**config.mk**
```make
export PLATFORM = sky130hd
export DESIGN_NAME = time_keeper
export DESIGN_NICKNAME = d
export VERILOG_FILES = /design/src/rtl/time_keeper.sv
export SDC_FILE = /design/constraint.sdc
export NUM_CORES = 1
export LEC_CHECK = 0
export CAP_MARGIN = 20
export CORE_MARGIN = 3
export CORE_UTILIZATION = 55
export CTS_CLUSTER_DIAMETER = 200
export CTS_CLUSTER_SIZE = 28
export DETAILED_ROUTE_END_ITERATION = 12
export DONT_BUFFER_PORTS = 1
export GPL_TIMING_DRIVEN = 0
export PLACE_DENSITY = 0.67
export SYNTH_ARGS = -nofsm -noshare
export SYNTH_HDL_FRONTEND = slang
export SYNTH_SLANG_ARGS = --single-unit
```
**constraint.sdc**
```tcl
create_clock -name clk -period 6.1 [get_ports clk]
set_input_delay 0.305 -clock clk [delete_from_list [all_inputs] [get_ports clk]]
set_output_delay 0.305 -clock clk [all_outputs]
set_load 0.02 [all_outputs]
```
**src/rtl/time_keeper.sv**
```systemverilog
// time_keeper: binary hours:minutes:seconds counter driven by a prescaled
// 1 Hz tick. It freezes while the time is being edited and loads the
// edited (range-checked) time on the cycle set mode is released.
module time_keeper #(
  parameter int DIV   = 100_000_000,
  parameter int CNT_W = 27
) (
  input  logic       clk,
  input  logic       reset,
  input  logic       en,
  input  logic       set_mod,
  input  logic [5:0] set_hours,
  input  logic [5:0] set_minutes,
  input  logic [5:0] set_seconds,
  output logic [5:0] seconds,
  output logic [5:0] minutes,
  output logic [5:0] hours,
  output logic       tick_1hz,
  output logic       hour_strobe,
  output logic       day_wrap
);

  localparam logic [CNT_W-1:0] DivLast = CNT_W'(DIV - 1);

  logic [CNT_W-1:0] prescaler_q, prescaler_d;
  logic [5:0]       seconds_q, seconds_d;
  logic [5:0]       minutes_q, minutes_d;
  logic [5:0]       hours_q, hours_d;
  logic             tick_q, tick_d;
  logic             hourStrobe_q, hourStrobe_d;
  logic             dayWrap_q, dayWrap_d;
  logic             setModDly_q, setModDly_d;
  logic             loadEvent;

  // A load happens on the first cycle set_mod is seen low after being high.
  assign loadEvent = setModDly_q & ~set_mod;

  // Next-state: load > set hold > enable hold > count/advance.
  always_comb begin
    prescaler_d  = prescaler_q;
    seconds_d    = seconds_q;
    minutes_d    = minutes_q;
    hours_d      = hours_q;
    tick_d       = 1'b0;
    hourStrobe_d = 1'b0;
    dayWrap_d    = 1'b0;
    setModDly_d  = set_mod;

    if (loadEvent) begin
      prescaler_d = '0;
      seconds_d   = (set_seconds <= 6'd59) ? set_seconds : 6'd0;
      minutes_d   = (set_minutes <= 6'd59) ? set_minutes : 6'd0;
      hours_d     = (set_hours   <= 6'd23) ? set_hours   : 6'd0;
    end else if (set_mod) begin
      prescaler_d = '0;
    end else if (en) begin
      if (prescaler_q == DivLast) begin
        prescaler_d = '0;
        tick_d      = 1'b1;
        if (seconds_q == 6'd59) begin
          seconds_d = 6'd0;
          if (minutes_q == 6'd59) begin
            minutes_d    = 6'd0;
            hourStrobe_d = 1'b1;
            if (hours_q == 6'd23) begin
              hours_d   = 6'd0;
              dayWrap_d = 1'b1;
            end else begin
              hours_d = hours_q + 6'd1;
            end
          end else begin
            minutes_d = minutes_q + 6'd1;
          end
        end else begin
          seconds_d = seconds_q + 6'd1;
        end
      end else begin
        prescaler_d = prescaler_q + CNT_W'(1);
      end
    end
  end

  // State registers with synchronous reset.
  always_ff @(posedge clk) begin
    if (reset) begin
      prescaler_q  <= '0;
      seconds_q    <= 6'd0;
      minutes_q    <= 6'd0;
      hours_q      <= 6'd0;
      tick_q       <= 1'b0;
      hourStrobe_q <= 1'b0;
      dayWrap_q    <= 1'b0;
      setModDly_q  <= 1'b0;
    end else begin
      prescaler_q  <= prescaler_d;
      seconds_q    <= seconds_d;
      minutes_q    <= minutes_d;
      hours_q      <= hours_d;
      tick_q       <= tick_d;
      hourStrobe_q <= hourStrobe_d;
      dayWrap_q    <= dayWrap_d;
      setModDly_q  <= setModDly_d;
    end
  end

  assign seconds     = seconds_q;
  assign minutes     = minutes_q;
  assign hours       = hours_q;
  assign tick_1hz    = tick_q;
  assign hour_strobe = hourStrobe_q;
  assign day_wrap    = dayWrap_q;

endmodule

```
Word level (Yosys, flattened, before mapping)
Index checks and enable logic that the tools add are counted. Widths: inputs -> output; s select.

Bits in registers: 49. Latch bits: 0. RAM bits: 0. Memory bits (read-only): 0. Output and inout bits: 21. Word-level logic and storage cells: 62. Memories kept: 0.

Add/subtract/negate cells: 4. $mul: 0. Divide/modulo/power cells: 0. $lt $le $gt $ge: 3. Equal/unequal tests: 5. Shift-type cells: 0. Muxes and demuxes: 25. Bitwise logic cells: 6. Reduce and logical (&&, ||, !) cells: 11.

Operators with widths (number): $mux 6 (21); $add 27x1->27 const B (1); $eq 27x27->1 const B (1); $mux 27 (1); $add 6x1->6 const B (3); $eq 6x6->1 const B (2); $le 6x6->1 const B (2); $reduce_bool 2->1 (4); $reduce_or 7->1 (1); $eq 6x5->1 const B (1); $le 6x5->1 const B (1); $reduce_or 6->1 (1); $not 1->1 (5); $reduce_and 5->1 (1); $reduce_and 4->1 (1); $reduce_or 4->1 (1); $mux 1 (3); $reduce_and 3->1 (1); $reduce_or 3->1 (1); $ne 2x1->1 const B (1); $and 1x1->1 (1).

Longest topological paths before layout
Depth in word-level cells: 8. Gate-level depth with buffers: 8.

Worst setup path before layout
OpenSTA, ideal clock, no wires.

Kind: reg2reg. Start: reg minutes_q[0] (netlist: minutes[0]). End: reg hours_q[5] (netlist: hours[5]). Arrival time: 2.113 ns. Path slack: 3.917 ns. Cell stages (with the launch flop): 7. Buffers on the path: 0. Cells stage by stage: dfxtp_1 -> ha_1 -> and4b_1 -> nand4_1 -> or4b_4 -> or3_1 -> a21oi_1.

Cells in the longest elaborated chain, start to end: 3.

RTL lines: start, declared (RTL line 27) `logic [5:0] minutes_q, minutes_d;`; start signal, assigned (RTL line 97) `minutes_q <= minutes_d;`; $eq 6x6->1 (RTL line 62) `if (minutes_q == 6'd59) begin`; $reduce_bool 2->1 (no source line); $reduce_and 5->1 (no source line); end signal, assigned (RTL line 98) `hours_q <= hours_d;`; end, declared (RTL line 28) `logic [5:0] hours_q, hours_d;`.

No other way between the ends. A chain may end at the register's enable or synchronous reset.

Worst setup path in the final report
Start: reg prescaler_q[0]. End: reg prescaler_q[17].

Cells in the longest elaborated chain, start to end: 2. Elaborated cells on any way between the ends: 3.

RTL lines: start, declared (RTL line 25) `logic [CNT_W-1:0] prescaler_q, prescaler_d;`; start signal, assigned (RTL line 95) `prescaler_q <= prescaler_d;`; $add 27x1->27 or $eq 27x27->1 (tied branches) (RTL line 78, 57); $mux 27 * (RTL line 57) `if (prescaler_q == DivLast) begin`.

Mark *: on every way between the ends. The rest lies on a longest branch, timed or not.

==> impl_summary.log <==
INFO  metric tritoncts.num_buffers = 5
INFO  metric max_cap_violations = 0
INFO  metric synth-xor-area-share = 0.0989
INFO  metric holdPathStages = 2
INFO  metric cts_htree_levels = 2
INFO  metric vdd.ir_drop.worst = 135 uV
INFO  metric worstSetupStartpointType = flop
INFO  metric setup_ws = 3.60 ns
INFO  metric post_synth_inst_count = 306
INFO  metric clkLatencyLatePin = 0.30 ns
INFO  metric setup_viol = 0
INFO  metric dp.final_hpwl = 4400 um
INFO  metric die_area = 0.00553 sq mm
INFO  metric tritoncts = built
INFO  metric avgRoutedWirePerCell = 16.2 um
INFO  metric crit_arrival = 2.66 ns
INFO  metric rel_slew_slack = 0.407
INFO  metric cp_max_fo = 10
INFO  metric clkTransAtPathRegs = 0.09 ns
INFO  metric synthesis.area = 0.00257 sq mm
INFO  metric detailed_place.area = 0.00263 sq mm
INFO  metric timing_worst_slew_pin_value = 0.881 ns
INFO  metric core-area = 0.00444 sq mm
INFO  metric synthSimpleGateAreaFrac = 0.311
INFO  metric syn-num-nets = 332
INFO  metric synth-seq-cells = 49
INFO  metric adder_cell_share_of_the_synthesized_area = 0.0195
INFO  metric gpl.final_weighted_congestion = 0.925
INFO  metric worstHoldStart = set_hours[1]
INFO  metric tns = 0 ns
INFO  metric first_iter_violations = 130
INFO  metric route.detailed.drc = 0
INFO  metric grt_antenna_before_repair = 0
INFO  metric dominant_combinational_cell_family_by_area_after_synthesis = simple AND/OR/NAND/NOR gates
INFO  metric grt_max_degree = 14
INFO  metric yosysWarnings = 0
INFO  metric post_cts.resized_instances = 0
INFO  metric portBuffers = 0
INFO  metric worstRegToRegCells = 8
INFO  metric final_max_slew_viol_count = 0
INFO  metric synth_compound_gate_area_share = 0.151
INFO  metric grt_pass1_wl = 9720 um
INFO  metric gr-usage-all-layers = 0.225
INFO  metric worst-endpoint-required = 6.26 ns
INFO  metric layout_cells_sized_above_1 = 0.0479
INFO  metric post_drt_via_cell_ratio = 6.26
INFO  metric layout-area-overhead-vs-synth = 5.89%
INFO  metric synth.area.mux_share = 0.0117
INFO  metric first_global_vias = 2158
INFO  metric drt_wl_total = 5910 um
INFO  metric async_flop_share = 0
INFO  metric run_status = finished clean
INFO  metric power.density_cell_area = 204 mW/mm^2
INFO  metric rsz0062_at_grt = false
INFO  metric post_route_clock_skew = 0.00957 ns
INFO  metric critical_path.reg2reg.startpoint = prescaler_q[0]$_SDFFE_PP0P_
INFO  metric startpoint_of_the_most_critical_setup_path = prescaler_q[0]$_SDFFE_PP0P_
INFO  metric worst_hold_path.endpoint = hours[1]$_SDFFE_PP0P_
INFO  metric final.period_utilization = 0.410
INFO  metric finalNetCount = 339
INFO  metric clockRootBuffer = clkbuf_8
INFO  metric filler_cell_count = 429
INFO  metric clkSinkCount = 49
INFO  metric design_power_total = 554 uW
INFO  metric grt_total_ovfl = 0
INFO  metric setup.reg_to_reg.worst_slack = 3.60 ns
INFO  metric synth.yosys.seq_area_share = 0.382
INFO  metric power_leakage = 0.000818 uW
INFO  metric detailedPlace.worstSlack = 3.58 ns
INFO  metric design.portCount = 43
INFO  metric final_cell_area = 0.00272 sq mm
INFO  metric setup.worst_path.class = reg2reg
INFO  metric maximum_clock_frequency = 400 MHz
INFO  metric synth_enable_flop_cells = 0
INFO  metric worst_setup_end_kind = flop
INFO  metric drtAntennaViolNets = 0
INFO  metric hold_path_class = in2reg
INFO  metric timing.final.hold_violations = 0
INFO  metric timing.hold.ws = 0.142 ns
INFO  metric number_of_antenna_cells_inserted = 0
INFO  metric timing.rr.end = prescaler_q[17]$_SDFFE_PP0P_
INFO  metric initial_core_util = 0.578
INFO  metric cts.repair_timing.setup_buffer_count = 0
INFO  metric ys_types = 44
INFO  metric min_period = 2.50 ns
INFO  metric chipHeight = 74.3 um
INFO  metric synth_ff_type = dfxtp_1
INFO  metric num_rows = 24
INFO  metric die_w = 74.3 um
INFO  metric synthesis.area_per_instance = 8.39 sq um
INFO  metric drt_first_pass_iters = 4
INFO  metric cts-hold-fix-buffers = 0
INFO  metric clock_tree.buffer_depth = 2
INFO  metric vias = 2285
-- worst max-delay path by stage --
stage / to / cells after the start
floorplan: hours[5]$_SDFFE_PP0P_ / 6
global placement: prescaler_q[5]$_SDFFE_PP0P_ / 8
detailed placement: prescaler_q[9]$_SDFFE_PP0P_ / 8
CTS: prescaler_q[9]$_SDFFE_PP0P_ / 8
global route: prescaler_q[10]$_SDFFE_PP0P_ / 8
finish: prescaler_q[17]$_SDFFE_PP0P_ / 8
-- worst max-delay path, cell delays in order, from the launching register on --
cell and delay [ns]:
dfxtp_1 0.39, ha_1 0.20, nand4_1 0.26, nor2_1 0.29
nand3_1 0.25, nand2b_1 0.14, clkbuf_1 0.32, clkbuf_1 0.42
nor2_1 0.11
-- synth_stat cells (all sizes together), types with 2 or more instances --
master   n  area [sq um]
a211o    2          17.5
a211oi   7          52.6
a21oi   16          80.1
a22oi    5          37.5
a31oi    2          12.5
a32o     3          30.0
a32oi    3          26.3
a41oi    2          17.5
and3     3          18.8
and4     5          43.8
and4b    2          20.0
and4bb   2          25.0
buf      3          15.0
clkbuf   9          33.8
dfxtp   49           981
ha       4          50.1
inv      5          18.8
mux2i    3          30.0
nand2   18          67.6
nand2b   3          18.8
nand3   21           105
nand3b   2          15.0
nand4   12          81.3
nor2    36           135
nor2b    3          18.8
nor3    17          85.1
nor4    10          75.1
o21ai   11          55.1
or3      6          37.5
or4      3          22.5
xnor2   18           158
xor2    11          96.3
-- cells in the final DEF, fill, tap and decap left out, types with 10 or more instances in the layout --
master    instances
nand3_1          21
nor2_1           36
nand2_1          18
nor3_1           17
clkbuf_1         10
nand4_1          11
xnor2_1          18
dfxtp_1          49
o21ai_0          11
a21oi_1          16
xor2_1           11
-- stage by stage --
| step | util | std cells |
|---|---|---|
| 5_1_grt | 0.612 | 365 |
| 6_report | 0.612 | 365 |
| 3_5_place_dp | 0.593 | 358 |
| 3_3_place_gp | 0.593 | 358 |
| 2_1_floorplan | - | 306 |
| 4_1_cts | 0.612 | 365 |
-- sequential cells by signal (all words and copies together), names as in the netlist --
| register | cells |
|---|---|
| seconds | 6 |
| prescaler_q | 27 |
| tick_1hz | 1 |
| hour_strobe | 1 |
| day_wrap | 1 |
| setModDly_q | 1 |
| minutes | 6 |
| hours | 6 |
-- routing by layer --
| layer | GRT usage | vias to the layer above | wire, um |
|---|---|---|---|
| li1 | - | 1156 | - |
| met1 | 0.258 | 1061 | 2530 |
| met2 | 0.406 | 61 | 2940 |
| met3 | 0.0649 | 7 | 375 |
| met4 | 0.0652 | 0 | 73 |
| met5 | 0 | - | 0 |
-- layout make-up --
class                      instances  area (sq um)  area share
inverter                           5          18.8     0.00690
tap                               52          65.1      0.0239
buffer                            12          48.8      0.0179
sequential                        49           981       0.361
multi-input combinational        240          1520       0.559
clock buffer                       7          86.3      0.0317
-- kinds of logic (layout without fill, tap and decap cells) --
group / Yosys count / count (layout)
buffers and inverters: 17 / 24
adders and majority gates: 4 / 4
and+or+nand+nor: 146 / 146
DFF: 49 / 49
muxes: 3 / 3
AOI/OAI and AO/OA: 58 / 58
xor gates and xnor gates: 29 / 29
-- power by group --
| group | internal [uW] | leakage (uW) | total (uW) | switching, uW |
|---|---|---|---|---|
| Sequential | 324 | 0.000396 | 333 | 9.65 |
| Clock | 90.1 | 0.0000443 | 189 | 98.9 |
| Combinational | 11.8 | 0.000377 | 31.5 | 19.8 |
Note: power is estimated with default switching activity, not from simulation.
